### src/rtl/spi_peripheral.sv
// Memory-mapped SPI mode-0 target: oversampled sclk/cs_n/mosi, RX FIFO, single-byte TX holding register.
// Pin timing assumes sclk half-period >= 4 clk so every synced edge is seen exactly once.
module spi_peripheral #(
  parameter logic [31:0] ADDR      = 32'hd100,
  parameter int          RX_DEPTH  = 4,
  parameter logic [7:0]  IDLE_BYTE = 8'hFF
) (
  input  logic        clk,
  input  logic        reset,
  input  logic [31:0] addr,
  input  logic [31:0] wdata,
  input  logic [3:0]  wmask,
  input  logic        wen,
  input  logic        ren,
  output logic [31:0] rdata,
  output logic        ready,
  output logic        active,
  output logic        irq,
  input  logic        sclk,
  input  logic        cs_n,
  input  logic        mosi,
  output logic        miso,
  output logic        miso_oe
);

  localparam int AW = $clog2(RX_DEPTH);
  localparam int CW = AW + 1;
  localparam logic [CW-1:0] DEPTH_C = CW'(RX_DEPTH);

  typedef enum logic {ST_IDLE = 1'b0, ST_SHIFT = 1'b1} state_e;

  state_e        state_q;
  logic [2:0]    bitcnt_q;
  logic [7:0]    rx_sr_q;
  logic [7:0]    tx_sr_q;
  logic [1:0]    sclk_sync_q;
  logic [1:0]    cs_sync_q;
  logic [1:0]    mosi_sync_q;
  logic          sclk_prev_q;
  logic          cs_prev_q;
  logic [2:0]    ctrl_q;            // {irq_tx_en, irq_rx_en, enable}
  logic          flush_q;
  logic          hold_v_q, hold_v_d;
  logic [7:0]    hold_q, hold_d;
  logic [3:0]    sticky_q, sticky_d; // {tx_ovf, abort, tx_underrun, rx_overrun}
  logic [7:0]    mem_q [RX_DEPTH];
  logic [AW-1:0] wptr_q, wptr_d;
  logic [AW-1:0] rptr_q, rptr_d;
  logic [CW-1:0] count_q, count_d;

  logic sel_status_s, sel_ctrl_s, sel_tx_s, sel_rx_s;
  logic wr_ctrl_s, wr_status_s, wr_tx_s, rd_rx_s;
  logic sclk_rise_s, sclk_fall_s, cs_fall_s, cs_rise_s;
  logic en_s, in_shift_s, start_s, stop_s, bit_s, fall_s, reload_s;
  logic consume_s, push_s, push_ok_s, pop_s, full_s, nonempty_s;
  logic overrun_set_s, underrun_set_s, abort_set_s, tx_ovf_set_s;
  logic [7:0]  rx_byte_s, tx_load_s, head_s;
  logic [3:0]  w1c_s, cnt_field_s;
  logic [4:0]  cnt_ext_s;
  logic [31:0] status_s;
  logic        unused_s;

  assign unused_s = ^{wdata[31:8], wmask[3:1]};

  // Bus address decode and strobes.
  assign sel_status_s = (addr == ADDR);
  assign sel_ctrl_s   = (addr == ADDR + 32'd4);
  assign sel_tx_s     = (addr == ADDR + 32'd8);
  assign sel_rx_s     = (addr == ADDR + 32'd12);
  assign wr_ctrl_s    = wen & sel_ctrl_s & wmask[0];
  assign wr_status_s  = wen & sel_status_s & wmask[0];
  assign wr_tx_s      = wen & sel_tx_s & wmask[0];
  assign rd_rx_s      = ren & sel_rx_s;

  // Edges are taken between the second sync stage and a third history flop.
  assign sclk_rise_s = sclk_sync_q[1] & ~sclk_prev_q;
  assign sclk_fall_s = ~sclk_sync_q[1] & sclk_prev_q;
  assign cs_fall_s   = ~cs_sync_q[1] & cs_prev_q;
  assign cs_rise_s   = cs_sync_q[1] & ~cs_prev_q;

  assign en_s       = ctrl_q[0];
  assign in_shift_s = en_s & (state_q == ST_SHIFT);
  assign start_s    = en_s & (state_q == ST_IDLE) & cs_fall_s;
  assign stop_s     = in_shift_s & cs_rise_s;
  assign bit_s      = in_shift_s & ~cs_rise_s & sclk_rise_s;
  assign fall_s     = in_shift_s & ~cs_rise_s & sclk_fall_s;
  assign reload_s   = fall_s & (bitcnt_q == 3'd0);
  assign consume_s  = start_s | reload_s;
  assign push_s     = bit_s & (bitcnt_q == 3'd7);
  assign rx_byte_s  = {rx_sr_q[6:0], mosi_sync_q[1]};
  assign tx_load_s  = hold_v_q ? hold_q : IDLE_BYTE;

  assign full_s         = (count_q == DEPTH_C);
  assign nonempty_s     = (count_q != {CW{1'b0}});
  assign push_ok_s      = push_s & ~full_s & ~flush_q;
  assign pop_s          = rd_rx_s & nonempty_s;
  assign overrun_set_s  = push_s & full_s;
  assign underrun_set_s = consume_s & ~hold_v_q;
  assign abort_set_s    = stop_s & (bitcnt_q != 3'd0);
  assign head_s         = nonempty_s ? mem_q[rptr_q] : 8'd0;

  // Two-stage synchronizers plus edge-history flops for the SPI pins.
  always_ff @(posedge clk) begin
    if (reset) begin
      sclk_sync_q <= 2'b00;
      cs_sync_q   <= 2'b11;
      mosi_sync_q <= 2'b00;
      sclk_prev_q <= 1'b0;
      cs_prev_q   <= 1'b1;
    end else begin
      sclk_sync_q <= {sclk_sync_q[0], sclk};
      cs_sync_q   <= {cs_sync_q[0], cs_n};
      mosi_sync_q <= {mosi_sync_q[0], mosi};
      sclk_prev_q <= sclk_sync_q[1];
      cs_prev_q   <= cs_sync_q[1];
    end
  end

  // Frame FSM with shift registers; disabling the block parks it in IDLE.
  always_ff @(posedge clk) begin
    if (reset) begin
      state_q  <= ST_IDLE;
      bitcnt_q <= 3'd0;
      rx_sr_q  <= 8'd0;
      tx_sr_q  <= 8'd0;
    end else if (!en_s) begin
      state_q  <= ST_IDLE;
      bitcnt_q <= 3'd0;
    end else begin
      case (state_q)
        ST_IDLE: begin
          if (start_s) begin
            state_q  <= ST_SHIFT;
            bitcnt_q <= 3'd0;
            tx_sr_q  <= tx_load_s;
          end
        end
        ST_SHIFT: begin
          if (stop_s) begin
            state_q  <= ST_IDLE;
            bitcnt_q <= 3'd0;
          end else if (bit_s) begin
            rx_sr_q  <= rx_byte_s;
            bitcnt_q <= bitcnt_q + 3'd1;   // wraps to 0 after the eighth bit
          end else if (reload_s) begin
            tx_sr_q  <= tx_load_s;
          end else if (fall_s) begin
            tx_sr_q  <= {tx_sr_q[6:0], 1'b0};
          end
        end
        default: begin
          state_q  <= ST_IDLE;
          bitcnt_q <= 3'd0;
        end
      endcase
    end
  end

  // Control register; flush is a one-cycle pulse acted on by the FIFO next cycle.
  always_ff @(posedge clk) begin
    if (reset) begin
      ctrl_q  <= 3'd0;
      flush_q <= 1'b0;
    end else if (wr_ctrl_s) begin
      ctrl_q  <= wdata[2:0];
      flush_q <= wdata[3];
    end else begin
      flush_q <= 1'b0;
    end
  end

  // Holding register next state: a write in the consume cycle refills it.
  always_comb begin
    hold_v_d     = hold_v_q;
    hold_d       = hold_q;
    tx_ovf_set_s = 1'b0;
    if (consume_s) begin
      hold_v_d = 1'b0;
    end else begin
      hold_v_d = hold_v_q;
    end
    if (wr_tx_s) begin
      if (hold_v_q && !consume_s) begin
        tx_ovf_set_s = 1'b1;
      end else begin
        hold_d   = wdata[7:0];
        hold_v_d = 1'b1;
      end
    end else begin
      hold_d = hold_q;
    end
  end

  // Sticky status: a set in the same cycle overrides a W1C.
  always_comb begin
    w1c_s    = {4{wr_status_s}} & wdata[6:3];
    sticky_d = (sticky_q & ~w1c_s) |
               {tx_ovf_set_s, abort_set_s, underrun_set_s, overrun_set_s};
  end

  // RX FIFO pointer and occupancy next state.
  always_comb begin
    wptr_d  = wptr_q;
    rptr_d  = rptr_q;
    count_d = count_q;
    if (flush_q) begin
      wptr_d  = {AW{1'b0}};
      rptr_d  = {AW{1'b0}};
      count_d = {CW{1'b0}};
    end else begin
      if (push_ok_s) begin
        wptr_d = wptr_q + AW'(1);
      end else begin
        wptr_d = wptr_q;
      end
      if (pop_s) begin
        rptr_d = rptr_q + AW'(1);
      end else begin
        rptr_d = rptr_q;
      end
      case ({push_ok_s, pop_s})
        2'b10:   count_d = count_q + CW'(1);
        2'b01:   count_d = count_q - CW'(1);
        default: count_d = count_q;
      endcase
    end
  end

  // Holding, sticky and FIFO state registers.
  always_ff @(posedge clk) begin
    if (reset) begin
      hold_v_q <= 1'b0;
      hold_q   <= 8'd0;
      sticky_q <= 4'd0;
      wptr_q   <= {AW{1'b0}};
      rptr_q   <= {AW{1'b0}};
      count_q  <= {CW{1'b0}};
      for (int i = 0; i < RX_DEPTH; i++) begin
        mem_q[i] <= 8'd0;
      end
    end else begin
      hold_v_q <= hold_v_d;
      hold_q   <= hold_d;
      sticky_q <= sticky_d;
      wptr_q   <= wptr_d;
      rptr_q   <= rptr_d;
      count_q  <= count_d;
      if (push_ok_s) begin
        mem_q[wptr_q] <= rx_byte_s;
      end
    end
  end

  // rx_count field is 4 bits wide; a 16-deep FIFO reports 15 when full.
  always_comb begin
    cnt_ext_s         = 5'd0;
    cnt_ext_s[CW-1:0] = count_q;
    cnt_field_s       = cnt_ext_s[4] ? 4'hF : cnt_ext_s[3:0];
  end

  assign status_s = {20'd0, cnt_field_s, 1'b0, sticky_q,
                     en_s & ~cs_sync_q[1], ~hold_v_q, nonempty_s};

  // Combinational read mux; TXDATA is write-only.
  always_comb begin
    rdata = 32'd0;
    if (sel_status_s) begin
      rdata = status_s;
    end else if (sel_ctrl_s) begin
      rdata = {29'd0, ctrl_q};
    end else if (sel_rx_s) begin
      rdata = {23'd0, nonempty_s, head_s};
    end else begin
      rdata = 32'd0;
    end
  end

  assign ready   = 1'b1;
  assign active  = sel_status_s | sel_ctrl_s | sel_tx_s | sel_rx_s;
  assign irq     = (ctrl_q[1] & nonempty_s) | (ctrl_q[2] & ~hold_v_q);
  assign miso    = tx_sr_q[7];
  assign miso_oe = en_s & ~cs_sync_q[1];

endmodule

### config.mk
export PLATFORM = sky130hd
export DESIGN_NAME = spi_peripheral
export DESIGN_NICKNAME = d
export VERILOG_FILES = /design/src/rtl/spi_peripheral.sv
export SDC_FILE = /design/constraint.sdc
export NUM_CORES = 1
export LEC_CHECK = 0
export CAP_MARGIN = 25
export CORE_ASPECT_RATIO = 1.25
export CORE_MARGIN = 4
export CORE_UTILIZATION = 35
export CTS_CLUSTER_SIZE = 25
export DETAILED_ROUTE_END_ITERATION = 8
export DONT_BUFFER_PORTS = 1
export SLEW_MARGIN = 10
export SYNTH_ARGS = -nofsm -noshare
export SYNTH_HDL_FRONTEND = slang
export SYNTH_SLANG_ARGS = --single-unit
### constraint.sdc
create_clock -name clk -period 3.59 [get_ports clk]
set_clock_uncertainty 0.2 [all_clocks]
set_input_delay 0 -clock clk [delete_from_list [all_inputs] [get_ports clk]]
set_output_delay 0 -clock clk [all_outputs]
set_load 0.005 [all_outputs]
==> reports/qor.csv, run 1 <==
stage,metric,value,unit
placement,placed instance area,4310,µm²
layout,final instance area,4920,µm²
drt,routed vias/inst,4.92,
critical_path,Critical Path AT,3.44,ns
yosys,number of synthesized register bits,85,
layout,Inserted Diodes,0,
yosys,register area share after synthesis,47.5,%
floorplanning,Initial Util,36.1,%
critical_path,CP required,3.65,ns
clock_tree,TritonCTS clock tree,built,
pwr,Comb pwr share,3.8,%
layout,layout cells sized above 1,11.5,%
pwr,Int Power,1.67,mW
floorplanning,Rows,44,
yosys,number of synthesized flops with an enable pin,32,
pwr,Flop pwr share,49.3,%
clock_tree,setup bufs post-CTS,0,
placement,HPWL reported at the end of detailed placement,7330,µm
drt,initial DRC count,102,
yosys,Syn Inst Count,417,
pwr,Lkg Pwr,1.72,nW
yosys,Synth cell types,56,
floorplanning,Die ar.,14000,µm²
run_status,status,finished clean,
placement,Cells after DPL,561,
clock_tree,Max Root-Sink Buffers,2,
floorplanning,I/O Pins,112,
floorplanning,Core ar.,11800,µm²
clock_tree,CTS sink cnt,85,
job,Max-Cap Viols,0,
timing,Slew headroom,34.8,%
critical_path,Worst Setup End Kind,flip-flop,
pwr,VDD IR max,0.187,mV
timing,Achievable Freq,0.296,GHz
global_routing,initial antenna violation count,0,
pwr,Psw,0.413,mW
drt,wire per inst,16.5,µm
placement,IO Port Bufs,0,
placement,GP Congestion,0.806,
clock_tree,Post-CTS Hold Buffers,27,
timing,Final Max Slew Viols,0,
clock_tree,post-cts resize count,0,
yosys,Most used DFF post-synth,dfxtp_1,
drt,vias,2979,
timing,setup tns final,0,ns
drt,DRC Markers,0,
global_routing,first-pass GRT wire length,15900,µm
timing,unrepaired setup endpoints after global routing,no,
critical_path,Worst Path Max Fanout,6,
drt,DRT Pass-1 Iters,4,
layout,Finished Layout Cells,605,
layout,Nets,519,
pwr,pwr dens,424,nW/µm²
hold_path,Worst Hold Class,in -> reg,
yosys,syn avg cell area,10.2,µm²
global_routing,global router's overall resource usage,14.6,%
layout,"Core Util, Final",41.7,%
drt,Post-DRT Antenna Nets,0,
drt,final WL,9980,µm
yosys,ys async rst share,0,%
timing,Final min period,3.37,ns
timing,Final Setup Violations,0,
clock_tree,Worst-path clk slew,0.06,ns
yosys,synthesized cell area,4260,µm²
yosys,synth warn,0,
critical_path,CP startpoint kind,input port,
pwr,Clock power frac,46.9,%
global_routing,grt total ovfl,0,
global_routing,vias in the first global route,3103,
critical_path,critical path class,in -> reg,
floorplanning,Die X,107,µm
timing,final hold vios,0,
clock_tree,Num CTS Buffers,9,
pwr,Sw Share,19.8,%
clock_tree,H-tree levels,3,
timing,fin crit share,94.0,%
clock_tree,Worst-Skew Late Latency,0.33,ns
timing,Slew @ Worst Pin,0.970,ns
global_routing,largest net degree at the start of global routing,55,
floorplanning,Die Ht,131,µm
clock_tree,CTS root buf,clkbuf_16,
layout,"Area growth, synth to finish",15.5,%
layout make-up:
class,count,area (µm²)
multi-input combinational,286,1970
clock buffer,11,233
timing repair buffer,31,310
clock inverter,5,85.1
tap,161,201
fill,1161,6870
inverter,26,97.6
sequential,85,2020
per-stage QoR:
step	total power, mW	hold slack (ns)	setup WS, ns
after global placement	1.10	-0.149	0.655
after global routing	2.15	0.0762	0.0692
after floorplan	1.11	-0.0962	0.930
after CTS	2.10	0.0440	0.192
final	2.08	0.0413	0.216
after detailed placement	1.10	-0.151	0.600
metal layers:
| metal | vias up | global-route usage (%) | share of wire, % |
|---|---|---|---|
| met1 | 1433 | 16.5 | 40 |
| met2 | 82 | 25.9 | 52 |
| met4 | 0 | 4.83 | 1.2 |
| li1 | 1457 | - | - |
| met3 | 7 | 4.37 | 6.8 |
| met5 | - | 0 | 0 |
path summary, 6_finish.rpt:
check,startpoint,endpoint,slack (ns),cells after the start
setup reg to reg,state_q,count_q[2],0.59,10
hold / removal,wmask[0],hold_q[2],0.04,4
setup / recovery,addr[1],count_q[2],0.22,11
hold reg to reg,cs_sync_q[0],cs_sync_q[1],0.21,1
state kept, by name (all words and copies together) (netlist names), named ones only:
| register | flops |
|---|---|
| hold_q | 8 |
| sclk_prev_q | 1 |
| ctrl_q | 3 |
| mem_q | 32 |
| cs_sync_q | 2 |
| mosi_sync_q | 2 |
| wptr_q | 2 |
| sticky_q | 4 |
| state_q | 1 |
| bitcnt_q | 3 |
| cs_prev_q | 1 |
| count_q | 3 |
| sclk_sync_q | 2 |
| flush_q | 1 |
| tx_sr_q | 8 |
| rx_sr_q | 7 |
| hold_v_q | 1 |
| rptr_q | 2 |
cell usage after synthesis (4+ instances only):
cell | n | area (µm²)
ha_1 | 4 | 50.1
nand4_1 | 4 | 25.0
a21oi_1 | 29 | 145
clkbuf_1 | 15 | 56.3
edfxtp_1 | 32 | 961
buf_4 | 23 | 173
and2_1 | 25 | 156
o21ai_0 | 10 | 50.1
and4_1 | 4 | 35.0
mux2i_1 | 13 | 130
inv_1 | 25 | 93.8
nand2_1 | 29 | 109
mux4_2 | 8 | 180
nor2b_1 | 5 | 31.3
nand3_1 | 9 | 45.0
and3_1 | 10 | 62.6
dfxtp_1 | 53 | 1060
o311ai_0 | 7 | 61.3
or2_2 | 6 | 37.5
nor2_1 | 20 | 75.1
nand2b_1 | 33 | 206
kinds of logic after synthesis:
group           count (synthesis)  share of synthesized area [%]
fa+ha+maj                       5                           1.65
compound gates                 62                           8.94
flops                          85                           47.5
other cells                     2                          0.176
buf+inv                        66                           8.05
mux                            22                           7.55
simple gates                  171                           25.3
xor+xnor                        4                          0.823
worst max-delay path, stage by stage:
cell,delay [ns]
dlygate4sd3_1,0.57
nor4_4,0.19
nand4_2,0.23
dlygate4sd3_1,0.63
nor4_1,0.49
ha_1,0.28
inv_1,0.06
fa_1,0.37
xor2_1,0.16
or3_1,0.30
a21oi_1,0.14
power groups by stage:
| stage | Combinational (mW) | Clock (mW) | Sequential (mW) |
|---|---|---|---|
| after floorplan | 0.0662 | 0 | 1.05 |
| after global placement | 0.0478 | 0 | 1.05 |
| after detailed placement | 0.0487 | 0 | 1.05 |
| after CTS | 0.0799 | 0.997 | 1.03 |
| after global routing | 0.0875 | 1.04 | 1.03 |
| final | 0.0794 | 0.976 | 1.03 |
layout by cell type, fill, tap and decap left out, drive strengths merged, types with 10 or more instances in the layout:
cell type    instances
a21oi               29
and2                25
and3                10
clkbuf              11
conb                22
dfxtp               53
dlygate4sd3         26
edfxtp              32
inv                 26
mux2i               13
nand2               29
nand2b              33
nor2                20
o21ai               10
Note: power is estimated with default switching activity, not from simulation.
==> run 2: changes to the inputs <==
Settings changed: CTS_BUF_LIST set to sky130_fd_sc_hd__clkbuf_2 sky130_fd_sc_hd__clkbuf_4 sky130_fd_sc_hd__clkbuf_8.
Clock period 3.59 ns to 3.02 ns, I/O delays scaled along.
==> reports/qor.csv, run 2 (synthesis results as in run 1) <==
stage,metric,value,unit
run_status,status,finished clean,
placement,GP Congestion,0.808,
pwr,total power,2.12,mW
global_routing,initial antenna violation count,0,
pwr,Clock power frac,37.9,%
layout,Nets,526,
drt,DRC Markers,0,
drt,final WL,9970,µm
floorplanning,Rows,44,
clock_tree,Worst-path clk slew,0.09,ns
critical_path,Slowest cell on crit path,or4_4,
drt,routed vias/inst,4.93,
global_routing,first-pass GRT wire length,16000,µm
timing,Final Setup Violations,0,
clock_tree,Worst-Skew Late Latency,0.36,ns
placement,dpl ws,0.196,ns
critical_path,Worst Setup End Kind,flip-flop,
timing,Achievable Freq,0.350,GHz
placement,IO Port Bufs,0,
pwr,VDD IR max,0.213,mV
layout,most frequent cells in the layout,"dfxtp_1, nand2b_1, edfxtp_1, nand2_1, a21oi_1",
drt,wire per inst,16.3,µm
critical_path,crit-path most repeated cell,inv_1,
pwr,Lkg Pwr,1.71,nW
floorplanning,I/O Pins,112,
timing,Final Worst Setup Slack,0.166,ns
layout,"commonest non-fill, non-tap cell in the layout",dfxtp_1,
clock_tree,Num CTS Buffers,9,
pwr,Int Power,1.65,mW
critical_path,crit-path max cell delay,0.67,ns
critical_path,CP startpoint kind,flip-flop,
timing,Slew @ Worst Pin,0.656,ns
layout,Inserted Diodes,0,
floorplanning,Die X,107,µm
critical_path,CP Cell Sequence,"inv_2, or4_4, nor4b_4, inv_1, ha_1, inv_1, fa_1, xor2_1, or3_1, a21oi_1",
timing,unrepaired setup endpoints after global routing,no,
global_routing,global router's overall resource usage,14.7,%
placement,Cells after DPL,567,
layout,final instance area,4860,µm²
critical_path,CP required,3.11,ns
layout,largest register by flop count,mem_q,
critical_path,Worst Path Max Fanout,12,
layout,fillers,1176,
critical_path,Critical Path AT,2.95,ns
drt,initial DRC count,184,
pwr,Psw,0.470,mW
layout,Finished Layout Cells,612,
floorplanning,Initial Util,36.1,%
critical_path,WP buf/inv,3,
critical_path,critical path class,reg -> reg,
floorplanning,Core ar.,11800,µm²
layout,layout cells sized above 1,13.1,%
timing,setup tns final,0,ns
clock_tree,Max Root-Sink Buffers,2,
clock_tree,TritonCTS clock tree,built,
pwr,Flop pwr share,57.6,%
floorplanning,Die Ht,131,µm
job,Max-Cap Viols,0,
timing,Slew headroom,56.1,%
timing,Final Max Slew Viols,0,
layout,"Core Util, Final",41.2,%
placement,HPWL reported at the end of detailed placement,7220,µm
clock_tree,CTS sink cnt,85,
timing,final hold vios,0,
drt,DRT Pass-1 Iters,4,
placement,placed instance area,4360,µm²
drt,vias,3017,
global_routing,largest net degree at the start of global routing,55,
clock_tree,H-tree levels,3,
clock_tree,CTS root buf,clkbuf_8,
layout,Regs by FF count,"mem_q: 32 flops, hold_q: 8 flops, tx_sr_q: 8 flops",
global_routing,vias in the first global route,3140,
clock_tree,post-cts resize count,0,
pwr,pwr dens,436,nW/µm²
timing,Final min period,2.85,ns
pwr,Comb pwr share,4.5,%
timing,worst hold margin,0.0267,ns
layout,"Area growth, synth to finish",14.1,%
critical_path,family with the most delay on the worst path,simple AND/OR/NAND/NOR gates,
hold_path,Worst Hold Class,in -> reg,
layout,max reg flops,32,
timing,fin crit share,94.5,%
drt,Post-DRT Antenna Nets,0,
pwr,Sw Share,22.2,%
floorplanning,Die ar.,14000,µm²
global_routing,grt total ovfl,0,
## run 2: changes by cell type in the layout (fill, tap and decap cells not counted), moves of 2 or more
cell / delta
clkbuf_16: -9
clkbuf_1: -2
clkbuf_8: +9
buf_4: +5
clkinv_2: +2
dlygate4sd3_1: +2
## run 2: routing by layer
layer  track usage (%)  share of wire (%)
met4              6.04                2.5
met1              16.7                 40
met2              25.0                 50
met3              4.91                7.3
met5                 0                  0
## run 2: power groups by stage
stage               Clock, mW  Sequential (mW)  Combinational, mW
detailed placement          0             1.25             0.0567
CTS                     0.817             1.22             0.0941
global placement            0             1.24             0.0563
global route            0.868             1.22              0.103
floorplan                   0             1.24             0.0787
finish                  0.803             1.22             0.0942
## run 2: worst min-delay path: stages
cell and delay (ns):
nand2_1 0.04, nor2_1 0.07, nand4_1 0.31, mux2i_1 0.12
## run 2: final cells by class
cell class	instances	area [µm²]	share of cell area (%)
sequential	85	2020	41.6
multi-input combinational	286	1970	40.6
timing repair buffer	38	368	7.57
tap	161	201	4.15
clock buffer	10	131	2.70
inverter	26	97.6	2.01
clock inverter	6	63.8	1.31
## run 2: timing repair
item	CTS	global route
endpoints found under the hold margin	86	0
endpoints found under the setup margin	0	0
hold buffers	29	0
setup buffers	0	0
## run 2: worst paths after layout
| path | startpoint | to | slack [ns] | cells after the start |
|---|---|---|---|---|
| worst max-delay path | state_q | count_q[2] | 0.17 | 10 |
| worst min-delay path | wmask[0] | hold_q[1] | 0.03 | 4 |
| worst max register to register | state_q | count_q[2] | 0.17 | 10 |
| worst min register to register | cs_sync_q[0] | cs_sync_q[1] | 0.22 | 1 |
==> run 3: changes to the inputs <==
Settings changed: GPL_TIMING_DRIVEN set to 0.
==> reports/qor.csv, run 3 (synthesis results as in run 1) <==
stage,metric,value,unit
layout,layout cells sized above 1,16.1,%
floorplanning,I/O Pins,112,
drt,initial DRC count,135,
placement,IO Port Bufs,0,
clock_tree,CTS root buf,clkbuf_8,
timing,Slew @ Worst Pin,0.594,ns
timing,Final Max Slew Viols,0,
critical_path,Worst Path Max Fanout,7,
pwr,VDD IR max,0.170,mV
floorplanning,Die ar.,14000,µm²
drt,vias,3105,
layout,fillers,1181,
critical_path,R2R Path End,count_q[2],
clock_tree,H-tree levels,3,
drt,routed vias/inst,4.87,
global_routing,global router's overall resource usage,15.1,%
layout,Nets,552,
global_routing,initial antenna violation count,0,
clock_tree,Worst-Skew Late Latency,0.36,ns
layout,max reg flops,32,
critical_path,Reg2Reg Launch Point,cs_sync_q[1],
global_routing,largest net degree at the start of global routing,15,
run_status,status,finished clean,
layout,"Area growth, synth to finish",17.2,%
hold_path,Worst Hold Class,in -> reg,
critical_path,CP required,3.12,ns
drt,Post-DRT Antenna Nets,0,
floorplanning,Core ar.,11800,µm²
timing,Final Setup Violations,0,
timing,setup tns final,0,ns
critical_path,Critical Path AT,2.93,ns
drt,wire per inst,16.6,µm
timing,worst hold margin,0.0219,ns
hold_path,Min-Delay Endpoint,sticky_q[0],
floorplanning,Initial Util,36.1,%
timing,fin crit share,93.7,%
pwr,total power,2.23,mW
hold_path,HP Start,addr[22],
global_routing,vias in the first global route,3059,
layout,Regs by FF count,"mem_q: 32 flops, hold_q: 8 flops, tx_sr_q: 8 flops",
layout,largest register by flop count,mem_q,
timing,final hold vios,0,
global_routing,grt total ovfl,0,
drt,DRT Pass-1 Iters,5,
layout,"commonest non-fill, non-tap cell in the layout",dfxtp_1,
layout,register area,2020,µm²
critical_path,CP startpoint kind,flip-flop,
pwr,pwr dens,448,nW/µm²
clock_tree,TritonCTS clock tree,built,
clock_tree,Worst-path clk slew,0.09,ns
drt,final WL,10600,µm
critical_path,critical path class,reg -> reg,
pwr,Lkg Pwr,1.82,nW
layout,multi-input combinational cell area,1970,µm²
timing,Final min period,2.83,ns
layout,"Core Util, Final",42.3,%
placement,HPWL reported at the end of detailed placement,7960,µm
clock_tree,Max Root-Sink Buffers,2,
job,Max-Cap Viols,0,
critical_path,flop2flop setup slack,0.19,ns
floorplanning,Die X,107,µm
critical_path,R2R depth,10,
hold_path,hold path depth,5,
floorplanning,Die Ht,131,µm
clock_tree,Num CTS Buffers,9,
timing,Achievable Freq,0.353,GHz
global_routing,first-pass GRT wire length,16400,µm
floorplanning,Rows,44,
timing,Slew headroom,60.2,%
drt,DRC Markers,0,
placement,GP Congestion,0.802,
critical_path,Worst Setup End Kind,flip-flop,
layout,Inserted Diodes,0,
clock_tree,CTS sink cnt,85,
layout,most frequent cells in the layout,"dfxtp_1, nand2b_1, edfxtp_1, nand2_1, a21oi_1",
==> run 3: worst max-delay path by stage <==
stage            startpoint           to  depth (start not counted)
2_1_floorplan       state_q   count_q[2]                         11
3_3_place_gp        state_q  mem_q[1][5]                          6
3_5_place_dp        state_q  mem_q[1][5]                          6
4_1_cts        cs_sync_q[1]  mem_q[1][1]                          5
5_1_grt             state_q   count_q[2]                         11
6_report       cs_sync_q[1]   count_q[2]                         10
==> run 3: final cells by class <==
| class | count | area share (%) |
|---|---|---|
| Sequential cell | 85 | 40.5 |
| Tap cell | 161 | 4.04 |
| Clock inverter | 4 | 1.48 |
| Clock buffer | 12 | 2.94 |
| Timing Repair Buffer | 24 | 4.62 |
| Multi-Input combinational cell | 286 | 39.5 |
| Inverter | 26 | 1.96 |
| Buffer | 40 | 4.92 |
==> run 3: metrics by stage <==
stage / instances / area [µm²] / worst slack [ns]
after floorplan: 437 / 4330 / 0.360
after global placement: 598 / 4530 / 0.101
after detailed placement: 598 / 4530 / 0.0788
after CTS: 635 / 4960 / 0.0723
after global routing: 638 / 4990 / -0.0150
final: 638 / 4990 / 0.190
==> run 3: routing by layer <==
metal | GRT usage [%] | vias up | part of all wire [%]
met5 | 0 | - | 0
met4 | 4.62 | 0 | 1.8
met3 | 4.37 | 16 | 6.1
met2 | 25.9 | 100 | 52
met1 | 18.3 | 1462 | 40
li1 | - | 1527 | -
==> run 3: power breakdown <==
group          switching, mW  internal (mW)  leakage (nW)
logic                 0.0580         0.0599         0.975
registers            0.00831           1.21         0.732
clock network          0.403          0.495         0.111
==> run 3: critical path: stages (launching register included) <==
cell and delay, ns:
dfxtp_1 0.36, nor2b_2 0.19, or4_4 0.54, nor4b_4 0.43
inv_1 0.09, ha_1 0.23, inv_1 0.07, fa_1 0.17
xor2_1 0.07, or3_1 0.30, a21oi_1 0.13
==> run 3: timing repair <==
item / in CTS / in global routing
setup buffers: 0 / 2
gates resized for setup: 0 / 1
hold buffers: 21 / 0
setup endpoints to repair: 0 / 9
endpoints found under the hold margin: 24 / 0
